File: src/rtl/lcd_pkg.sv
// Shared definitions for the LCD frame arbiter: FSM encodings, default
// panel timing and the RGB888 pixel width.
package lcd_pkg;

    // Frame-tracking FSM states
    typedef enum logic [1:0] {
        S_SYNC   = 2'd0,   // position unknown, waiting for a vertical blank
        S_VBLANK = 2'd1,   // between frames, arbitration open
        S_ACTIVE = 2'd2    // frame in progress, ownership frozen
    } lcd_state_t;

    // Default panel timing (800x480 with 1056 clocks per line)
    localparam logic [10:0] H_TOTAL = 11'd1056;
    localparam logic [10:0] V_DISP  = 11'd480;

    // RGB888 pixel width
    localparam int RGB_W = 24;

endpackage

File: src/rtl/lcd_rr_picker.sv
// Combinational arbiter: request vector (+ pointer) -> one-hot grant.
// Default build: round robin, search starts at pointer+1 mod P_NSRC and
// the winning index is returned so the caller can move its pointer.
// With LCD_ARB_FIXED_PRIO_EN defined: fixed priority, lowest index wins,
// and the pointer/index ports disappear.
module lcd_rr_picker #(
    parameter int P_NSRC = 2
) (
    input  logic [P_NSRC-1:0]         i_req,
    output logic [P_NSRC-1:0]         o_grant
`ifndef LCD_ARB_FIXED_PRIO_EN
    ,
    input  logic [$clog2(P_NSRC)-1:0] i_ptr,
    output logic [$clog2(P_NSRC)-1:0] o_idx
`endif
);

`ifdef LCD_ARB_FIXED_PRIO_EN

    // Isolate the lowest set request bit (two's-complement trick)
    assign o_grant = i_req & (~i_req + {{(P_NSRC-1){1'b0}}, 1'b1});

`else

    localparam int IDX_W = $clog2(P_NSRC);

    logic [IDX_W-1:0] w_cand;
    logic             w_found;

    // Rotating search starting just after the last owner
    always_comb begin
        o_grant = '0;
        o_idx   = '0;
        w_cand  = '0;
        w_found = 1'b0;
        for (int i = 1; i <= P_NSRC; i++) begin
            w_cand = IDX_W'((int'(i_ptr) + i) % P_NSRC);
            if (!w_found && i_req[w_cand]) begin
                w_found         = 1'b1;
                o_grant[w_cand] = 1'b1;
                o_idx           = w_cand;
            end
        end
    end

`endif

endmodule

File: src/rtl/lcd_frame_arbiter.sv
// Shares lcd_driver's pixel request among P_NSRC sources. Ownership only
// changes in vertical blanking, detected as a request gap of P_H_TOTAL
// clocks or as the end of the last active line, so every frame comes from
// one source. The grant commits on the first request of a frame and is
// routed immediately, so the owner sees that request.
// Build option: LCD_ARB_FIXED_PRIO_EN selects fixed priority (lowest index
// wins) instead of the default round robin.
module lcd_frame_arbiter
    import lcd_pkg::*;
#(
    parameter int               P_NSRC     = 2,
    parameter logic [10:0]      P_H_TOTAL  = H_TOTAL,
    parameter logic [10:0]      P_V_DISP   = V_DISP,
    parameter logic [RGB_W-1:0] P_BG_COLOR = 24'h000000
) (
    input  logic                      i_lcd_pclk,
    input  logic                      i_rst_n,
    input  logic                      i_data_req,
    input  logic [P_NSRC-1:0]         i_src_req,
    input  logic [P_NSRC*RGB_W-1:0]   i_src_data,
    output logic [P_NSRC-1:0]         o_src_grant,
    output logic [P_NSRC-1:0]         o_src_data_req,
    output logic [RGB_W-1:0]          o_pixel_data,
    output logic                      o_frame_start,
    output logic [10:0]               o_line_cnt
);

    lcd_state_t         r_state;
    lcd_state_t         w_state_nxt;
    logic [10:0]        r_gap;
    logic [10:0]        r_line_cnt;
    logic               r_req_d;
    logic               r_frame_start;
    logic               r_drop;
    logic [P_NSRC-1:0]  r_grant;
    logic [P_NSRC-1:0]  w_grant_nxt;
    logic [P_NSRC-1:0]  w_grant_eff;
    logic [RGB_W-1:0]   r_pixel;
    logic [RGB_W-1:0]   w_src_pix;
    logic               w_vblank_det;
    logic               w_req_rise;
    logic               w_req_fall;
    logic               w_commit;
    logic               w_line_inc;
    logic               w_pix_valid;

    assign w_vblank_det = (r_gap == P_H_TOTAL);
    assign w_req_rise   = i_data_req & ~r_req_d;
    assign w_req_fall   = ~i_data_req & r_req_d;

    // Idle-request gap counter, saturating at one full line time
    always_ff @(posedge i_lcd_pclk or negedge i_rst_n) begin
        if (!i_rst_n)
            r_gap <= '0;
        else if (i_data_req)
            r_gap <= '0;
        else if (r_gap != P_H_TOTAL)
            r_gap <= r_gap + 11'd1;
    end

    // Previous request level for edge detection
    always_ff @(posedge i_lcd_pclk or negedge i_rst_n) begin
        if (!i_rst_n)
            r_req_d <= 1'b0;
        else
            r_req_d <= i_data_req;
    end

`ifdef LCD_ARB_FIXED_PRIO_EN
    lcd_rr_picker #(
        .P_NSRC  (P_NSRC)
    ) u_picker (
        .i_req   (i_src_req),
        .o_grant (w_grant_nxt)
    );
`else
    logic [$clog2(P_NSRC)-1:0] r_ptr;
    logic [$clog2(P_NSRC)-1:0] w_pick_idx;

    lcd_rr_picker #(
        .P_NSRC  (P_NSRC)
    ) u_picker (
        .i_req   (i_src_req),
        .o_grant (w_grant_nxt),
        .i_ptr   (r_ptr),
        .o_idx   (w_pick_idx)
    );

    // Round-robin pointer follows the last nonzero grant
    always_ff @(posedge i_lcd_pclk or negedge i_rst_n) begin
        if (!i_rst_n)
            r_ptr <= '0;
        else if (w_commit && (|w_grant_nxt))
            r_ptr <= w_pick_idx;
    end
`endif

    // FSM state register
    always_ff @(posedge i_lcd_pclk or negedge i_rst_n) begin
        if (!i_rst_n)
            r_state <= S_SYNC;
        else
            r_state <= w_state_nxt;
    end

    // FSM next state, grant commit and line-count strobes
    always_comb begin
        w_state_nxt = r_state;
        w_commit    = 1'b0;
        w_line_inc  = 1'b0;
        case (r_state)
            S_SYNC: begin
                if (w_vblank_det)
                    w_state_nxt = S_VBLANK;
            end
            S_VBLANK: begin
                if (w_req_rise) begin
                    w_commit    = 1'b1;
                    w_state_nxt = S_ACTIVE;
                end
            end
            S_ACTIVE: begin
                if (w_req_fall) begin
                    w_line_inc = 1'b1;
                    if ((r_line_cnt + 11'd1) == P_V_DISP)
                        w_state_nxt = S_VBLANK;
                end else if (w_vblank_det) begin
                    // Short frame: treat the long gap as blanking
                    w_state_nxt = S_VBLANK;
                end
            end
            default: w_state_nxt = S_SYNC;
        endcase
    end

    // Frame ownership, frame-start pulse, line count and owner-dropped flag
    always_ff @(posedge i_lcd_pclk or negedge i_rst_n) begin
        if (!i_rst_n) begin
            r_grant       <= '0;
            r_frame_start <= 1'b0;
            r_line_cnt    <= '0;
            r_drop        <= 1'b0;
        end else begin
            r_frame_start <= w_commit;
            if (w_commit) begin
                r_grant    <= w_grant_nxt;
                r_line_cnt <= '0;
                r_drop     <= 1'b0;
            end else begin
                if (w_line_inc)
                    r_line_cnt <= r_line_cnt + 11'd1;
                // Once the owner lets go, it stays blanked until the next commit
                if (|(r_grant & ~i_src_req))
                    r_drop <= 1'b1;
            end
        end
    end

    // On the commit cycle the new grant is not yet registered
    assign w_grant_eff = w_commit ? w_grant_nxt : r_grant;
    assign w_pix_valid = w_commit ? (|w_grant_nxt)
                                  : ((|(r_grant & i_src_req)) && !r_drop);

    // One-hot AND-OR mux of the owner's pixel bus
    always_comb begin
        w_src_pix = '0;
        for (int k = 0; k < P_NSRC; k++) begin
            if (w_grant_eff[k])
                w_src_pix = w_src_pix | i_src_data[k*RGB_W +: RGB_W];
        end
    end

    // Pixel register: data lands one clock after the request
    always_ff @(posedge i_lcd_pclk or negedge i_rst_n) begin
        if (!i_rst_n)
            r_pixel <= P_BG_COLOR;
        else
            r_pixel <= w_pix_valid ? w_src_pix : P_BG_COLOR;
    end

    assign o_src_grant    = r_grant;
    assign o_src_data_req = {P_NSRC{i_data_req}} & w_grant_eff;
    assign o_pixel_data   = r_pixel;
    assign o_frame_start  = r_frame_start;
    assign o_line_cnt     = r_line_cnt;

endmodule
File: config.mk
export PLATFORM = sky130hd
export DESIGN_NAME = lcd_frame_arbiter
export DESIGN_NICKNAME = d
export VERILOG_FILES = /design/src/rtl/lcd_pkg.sv /design/src/rtl/lcd_rr_picker.sv /design/src/rtl/lcd_frame_arbiter.sv
export SDC_FILE = /design/constraint.sdc
export NUM_CORES = 1
export LEC_CHECK = 0
export ABC_AREA = 0
export BUFFER_PORTS_ARGS = -buffer_cell sky130_fd_sc_hd__buf_2
export CAP_MARGIN = 15
export CORE_MARGIN = 4
export CORE_UTILIZATION = 54
export CTS_BUF_LIST = sky130_fd_sc_hd__clkbuf_4
export DETAILED_ROUTE_END_ITERATION = 12
export PLACE_DENSITY = 0.85
export SYNTH_ARGS = -nofsm -noshare
export SYNTH_HDL_FRONTEND = slang
export SYNTH_SLANG_ARGS = --single-unit
File: constraint.sdc
create_clock -name i_lcd_pclk -period 2.67 [get_ports i_lcd_pclk]
set_input_delay 0.534 -clock i_lcd_pclk [delete_from_list [all_inputs] [get_ports i_lcd_pclk]]
set_output_delay 0.534 -clock i_lcd_pclk [all_outputs]
set_load 0.01 [all_outputs]
* After elaboration in Yosys (flattened, before gate mapping) *
Index checks and enable logic that the tools add are counted.
Widths: inputs -> output; s select.

word-level totals
  register bits after elaboration = 54
  output and inout port bits = 40

operators by class
  add/sub/neg operators = 4
  magnitude comparators = 4
  eq/ne operators = 7
  muxes and demuxes = 33
  bitwise operators = 10
  reductions and logical operators = 15

operators with widths
  cell                   number
  $mux 24                3
  $mux 11                4
  $or 24x24->24          1
  $add 11x1->11 const B  2
  $mux 1                 16
  $mux 2                 7
  $eq 11x11->1 const B   1
  $eq 11x9->1 const B    1
  $ne 11x11->1 const B   1
  $and 2x2->2            3
  $pmux 2 s3             1
  $reduce_bool 2->1      3
  $reduce_or 2->1        3
  $logic_and 1x1->1      5
  $lt 1x2->1 const B     2
  $ne 3x3->1 const B     1
  $add 1x1->1 const B    2
  $and 1x1->1            2
  $demux 1 s1            2
  $eq 2x1->1 const B     1
  $eq 2x2->1 const B     1
  $ge 1x1->1 const B     2
  $logic_not 1->1        2
  $logic_not 2->1        1
  5 further kinds        6

* Depth between registers and ports, before layout *
  depth after elaboration = 13
  depth in mapped cells = 6
  mapped depth without buffers = 5

* By module *
Synthesis repeated with hierarchy kept, for this count alone.

second synthesis, totals
  cells, all modules = 249
  area, all modules = 2513.7 sq um

by module, submodules not included
  module             instances  cells each  area each (sq um)  sequential area each (sq um)
  lcd_frame_arbiter  1          245         2487.4             1351.3
  lcd_rr_picker      1          4           26.3               0.0

* Worst setup path before layout *
OpenSTA, ideal clock, no wires.

  path kind = in2out
  start point = in i_data_req
  end point = out o_src_data_req[1]
  arrival time = 1462 ps
  data required time = 2136 ps
  path slack = 674 ps
  cell stages on the path = 4
  cells stage by stage = and4bb_4 mux2_4 buf_2 and2_1

between the ends
  longest elaborated chain between the ends = 5

ends and longest elaborated chain
  what                RTL line                  source
  start, declared     lcd_frame_arbiter.sv:18   input logic i_data_req,
  $and 1x1->1         lcd_frame_arbiter.sv:48   assign w_req_rise = i_data_req & ~r_req_d;
  $mux 1              lcd_frame_arbiter.sv:117  if (w_req_rise) begin
  $mux 1              lcd_frame_arbiter.sv:111  case (r_state)
  $mux 2              lcd_frame_arbiter.sv:160  assign w_grant_eff = w_commit ? w_grant_nxt : r_grant;
  via w_grant_eff[1]  lcd_frame_arbiter.sv:37   logic [P_NSRC-1:0] w_grant_eff;
  $and 2x2->2         lcd_frame_arbiter.sv:182  assign o_src_data_req = {P_NSRC{i_data_req}} & w_grant_eff;
  end, declared       lcd_frame_arbiter.sv:22   output logic [P_NSRC-1:0] o_src_data_req,

The timed path passes the listed nets, and every way through them passes these cells.

* Worst setup path in the final report *
  start point = reg r_req_d
  end point = out o_src_data_req[1]

between the ends
  longest elaborated chain between the ends = 6

ends and longest elaborated chain
  what                    RTL line                  source
  start, declared         lcd_frame_arbiter.sv:32   logic r_req_d;
  start signal, assigned  lcd_frame_arbiter.sv:66   r_req_d <= i_data_req;
  $not 1->1               lcd_frame_arbiter.sv:48
  $and 1x1->1             lcd_frame_arbiter.sv:48
  $mux 1                  lcd_frame_arbiter.sv:117
  $mux 1                  lcd_frame_arbiter.sv:111
  $mux 2                  lcd_frame_arbiter.sv:160
  $and 2x2->2             lcd_frame_arbiter.sv:182

Every way passes these cells.

==> impl_metrics.json <==
{
  "fillCellCount": 376,
  "grt_setup_unrepaired": "no",
  "rows": 25,
  "p_leak_nw": 1.617,
  "io_buffers": 92,
  "fin_crit_sh_pct": 95.95,
  "place_area_um2": 3171,
  "ant_nets": 0,
  "ctsResizeCount": 0,
  "synthToLayoutAreaGrowth_pct": 22.03,
  "register_area_um2": 1351,
  "cts-root-buf": "clkbuf_4",
  "antenna_cells": 0,
  "cts_tree": "built",
  "cts_hold_buffers": 0,
  "p_per_area_nw_per_um2": 653.2,
  "path_clk_slew_ns": 0.15,
  "startpoint_type": "flip-flop",
  "grt_pass1_vias": 2225,
  "r2r_cells": 4,
  "crit_arrival_ns": 2.03,
  "hold_violations": 0,
  "die-area_um2": 6157,
  "required_ns": 2.14,
  "r2r-start": "r_req_d$_DFF_PN0_",
  "r2r_slack_ns": 0.90,
  "maxCapViolations": 0,
  "overflow": 0,
  "grt_pass1_wl_mm": 10.04,
  "grt_util_all_layers_pct": 20.56,
  "die_h_um": 78.47,
  "fin_nets": 413,
  "placedCellCount": 417,
  "antenna_found_initial": 0,
  "grt_max_degree": 27,
  "hold_slack_ns": 0.1076,
  "clock_path_buffers": 2,
  "setup_viol": 0,
  "synthCells": 268,
  "final_max_slew_viol_count": 0,
  "h-tree-depth": 2,
  "fin_crit_ns": 2.562,
  "insertion_delay_ns": 0.36,
  "start_util_pct": 56.39,
  "relSlewSlack_pct": 56.18,
  "synth-seq-area-share_pct": 50.40,
  "fmax_mhz": 390.3,
  "yosysWarnings": 0,
  "routed_wl_mm": 5.966,
  "routabilityCongestion": 0.8046,
  "synth_top_flop_cell": "dfrtp_1",
  "min_path_type": "primary input to asynchronous set/reset pin",
  "vias": 2306,
  "synth-seq-cells": 54,
  "crit_path_end_kind": "primary output",
  "ios": 93,
  "avgSynthCellArea_um2": 10.00,
  "dr.pass1.iters": 4,
  "post_cts_buffers": 0,
  "critical_path_class": "flip-flop to primary output",
  "finClkSkew_ns": 0.008044,
  "remaining_drc_errors": 0,
  "cts_buffers": 5,
  "clkSinkCount": 54,
  "r2r-end": "o_pixel_data[1]$_DFF_PN0_",
  "synth.top_cell.area_share_pct": 50.40,
  "stdcell_count": 425,
  "drive_above_1_share_pct": 36.31,
  "cp_max_fo": 26,
  "dp_hpwl_mm": 4.439,
  "die_x_um": 78.47,
  "drtIter0Drc": 102,
  "syn_area_um2": 2681,
  "placeableCoreArea_um2": 4755,
  "avgViaCountPerCell": 5.426,
  "ys_top_cells_by_area": "dfrtp_1, a21oi_2, nand2_1, o21ai_1, a21oi_1",
  "ys_types": 48,
  "async_reset_ff_share_pct": 100.0,
  "worst_pin_slew_ns": 0.6573,
  "wl_per_cell_um": 14.04,
  "synth.net_count": 324,
  "multiInputGateArea_um2": 1200,
  "synth-edff-count": 0,
  "peakVddDrop_mv": 0.3639,
  "fin_area_um2": 3272,
  "setup_tns_ns": 0,
  "p_total_mw": 2.137,
  "status": "finished clean",
  "yosys.area.top_type": "dfrtp_1"
}
## cell families after synthesis
logic type / synth area share [%]
compound gates: 22.21
xor+xnor: 3.593
fa+ha+maj: 1.400
buf+inv: 4.853
flops: 50.40
mux: 0.9331
simple gates: 16.61
## worst max-delay path, cell delays in order (launching register included)
cell and delay, ns:
dfrtp_1 0.44, and4bb_4 0.46, mux2_4 0.44, and2_1 0.19, buf_2 0.13
## area by class of cell
| class | count | share of cell area (%) |
|---|---|---|
| clock buffers | 5 | 1.147 |
| clock inverters | 3 | 1.950 |
| inverters | 8 | 0.9178 |
| multi-input cells | 190 | 36.67 |
| flip-flops and latches | 54 | 41.30 |
| well taps | 67 | 2.562 |
| repair buffers | 98 | 15.45 |
## per-stage QoR
| stage | utilization (%) | setup slack, ns |
|---|---|---|
| floorplan | - | 0.6738 |
| global placement | 66.68 | 0.3818 |
| detailed placement | 66.68 | 0.3846 |
| CTS | 68.82 | 0.08451 |
| global route | 68.82 | 0.01164 |
| finish | 68.82 | 0.1082 |
## Yosys cell counts, types with 3 or more instances
master    instances
nand2_1          31
and2_1            4
a21oi_1          17
clkbuf_1          3
buf_6             3
dfrtp_1          54
and3_1            4
o21ai_0          15
nor2_1           13
o21ai_1          20
ha_1              3
nand3_1           5
a21oi_2          20
xor2_1            9
a31oi_1           3
nand4_1           8
inv_1             8
buf_2             8
## metal layers
| layer | share of wire (%) | wire, um | global-route usage [%] | up-vias |
|---|---|---|---|---|
| met5 | 0 | 0 | 0 | - |
| met4 | 1.6 | 97 | 7.168 | 0 |
| met3 | 11 | 677 | 7.683 | 7 |
| met2 | 47 | 2803 | 33.82 | 96 |
| met1 | 40 | 2386 | 24.83 | 1072 |
| li1 | - | - | - | 1131 |
## worst max path at each step
stage                                  from  slack (ns)                 to
after detailed placement         i_data_req        0.38  o_src_data_req[1]
after global placement           i_data_req        0.38  o_src_data_req[1]
after global routing      r_req_d$_DFF_PN0_        0.01  o_src_data_req[1]
final                     r_req_d$_DFF_PN0_        0.11  o_src_data_req[1]
after floorplan                  i_data_req        0.67  o_src_data_req[1]
after CTS                 r_req_d$_DFF_PN0_        0.08  o_src_data_req[1]
## flip-flops by register name, summed over array words and instances (netlist names)
signal	count
o_pixel_data	24
o_line_cnt	11
r_gap	11
o_src_grant	2
r_state	2
o_frame_start	1
r_drop	1
r_ptr	1
r_req_d	1
## placed cells by master, fill, tap and decap left out, drive strengths merged, types with 2 or more instances in the layout
cell,count
inv,8
a31oi,3
ha,3
o41ai,2
and2,5
o21ai,35
xnor2,2
nand2,31
nor4b,2
a41oi,2
and4,2
nand4,8
nand3,5
bufinv,2
clkbuf,5
buf,98
nor2,14
o211a,3
nand2b,2
nor2b,2
dfrtp,54
and3,4
a21oi,37
xor2,9
or3,2
## power breakdown
part / internal [mW] / leakage [nW] / switching [mW]
sequential: 0.903 / 0.734 / 0.0932
clock: 0.289 / 0.0528 / 0.240
combinational: 0.234 / 0.830 / 0.378
total: 1.43 / 1.62 / 0.712
Power figures use the tool's default switching activity.
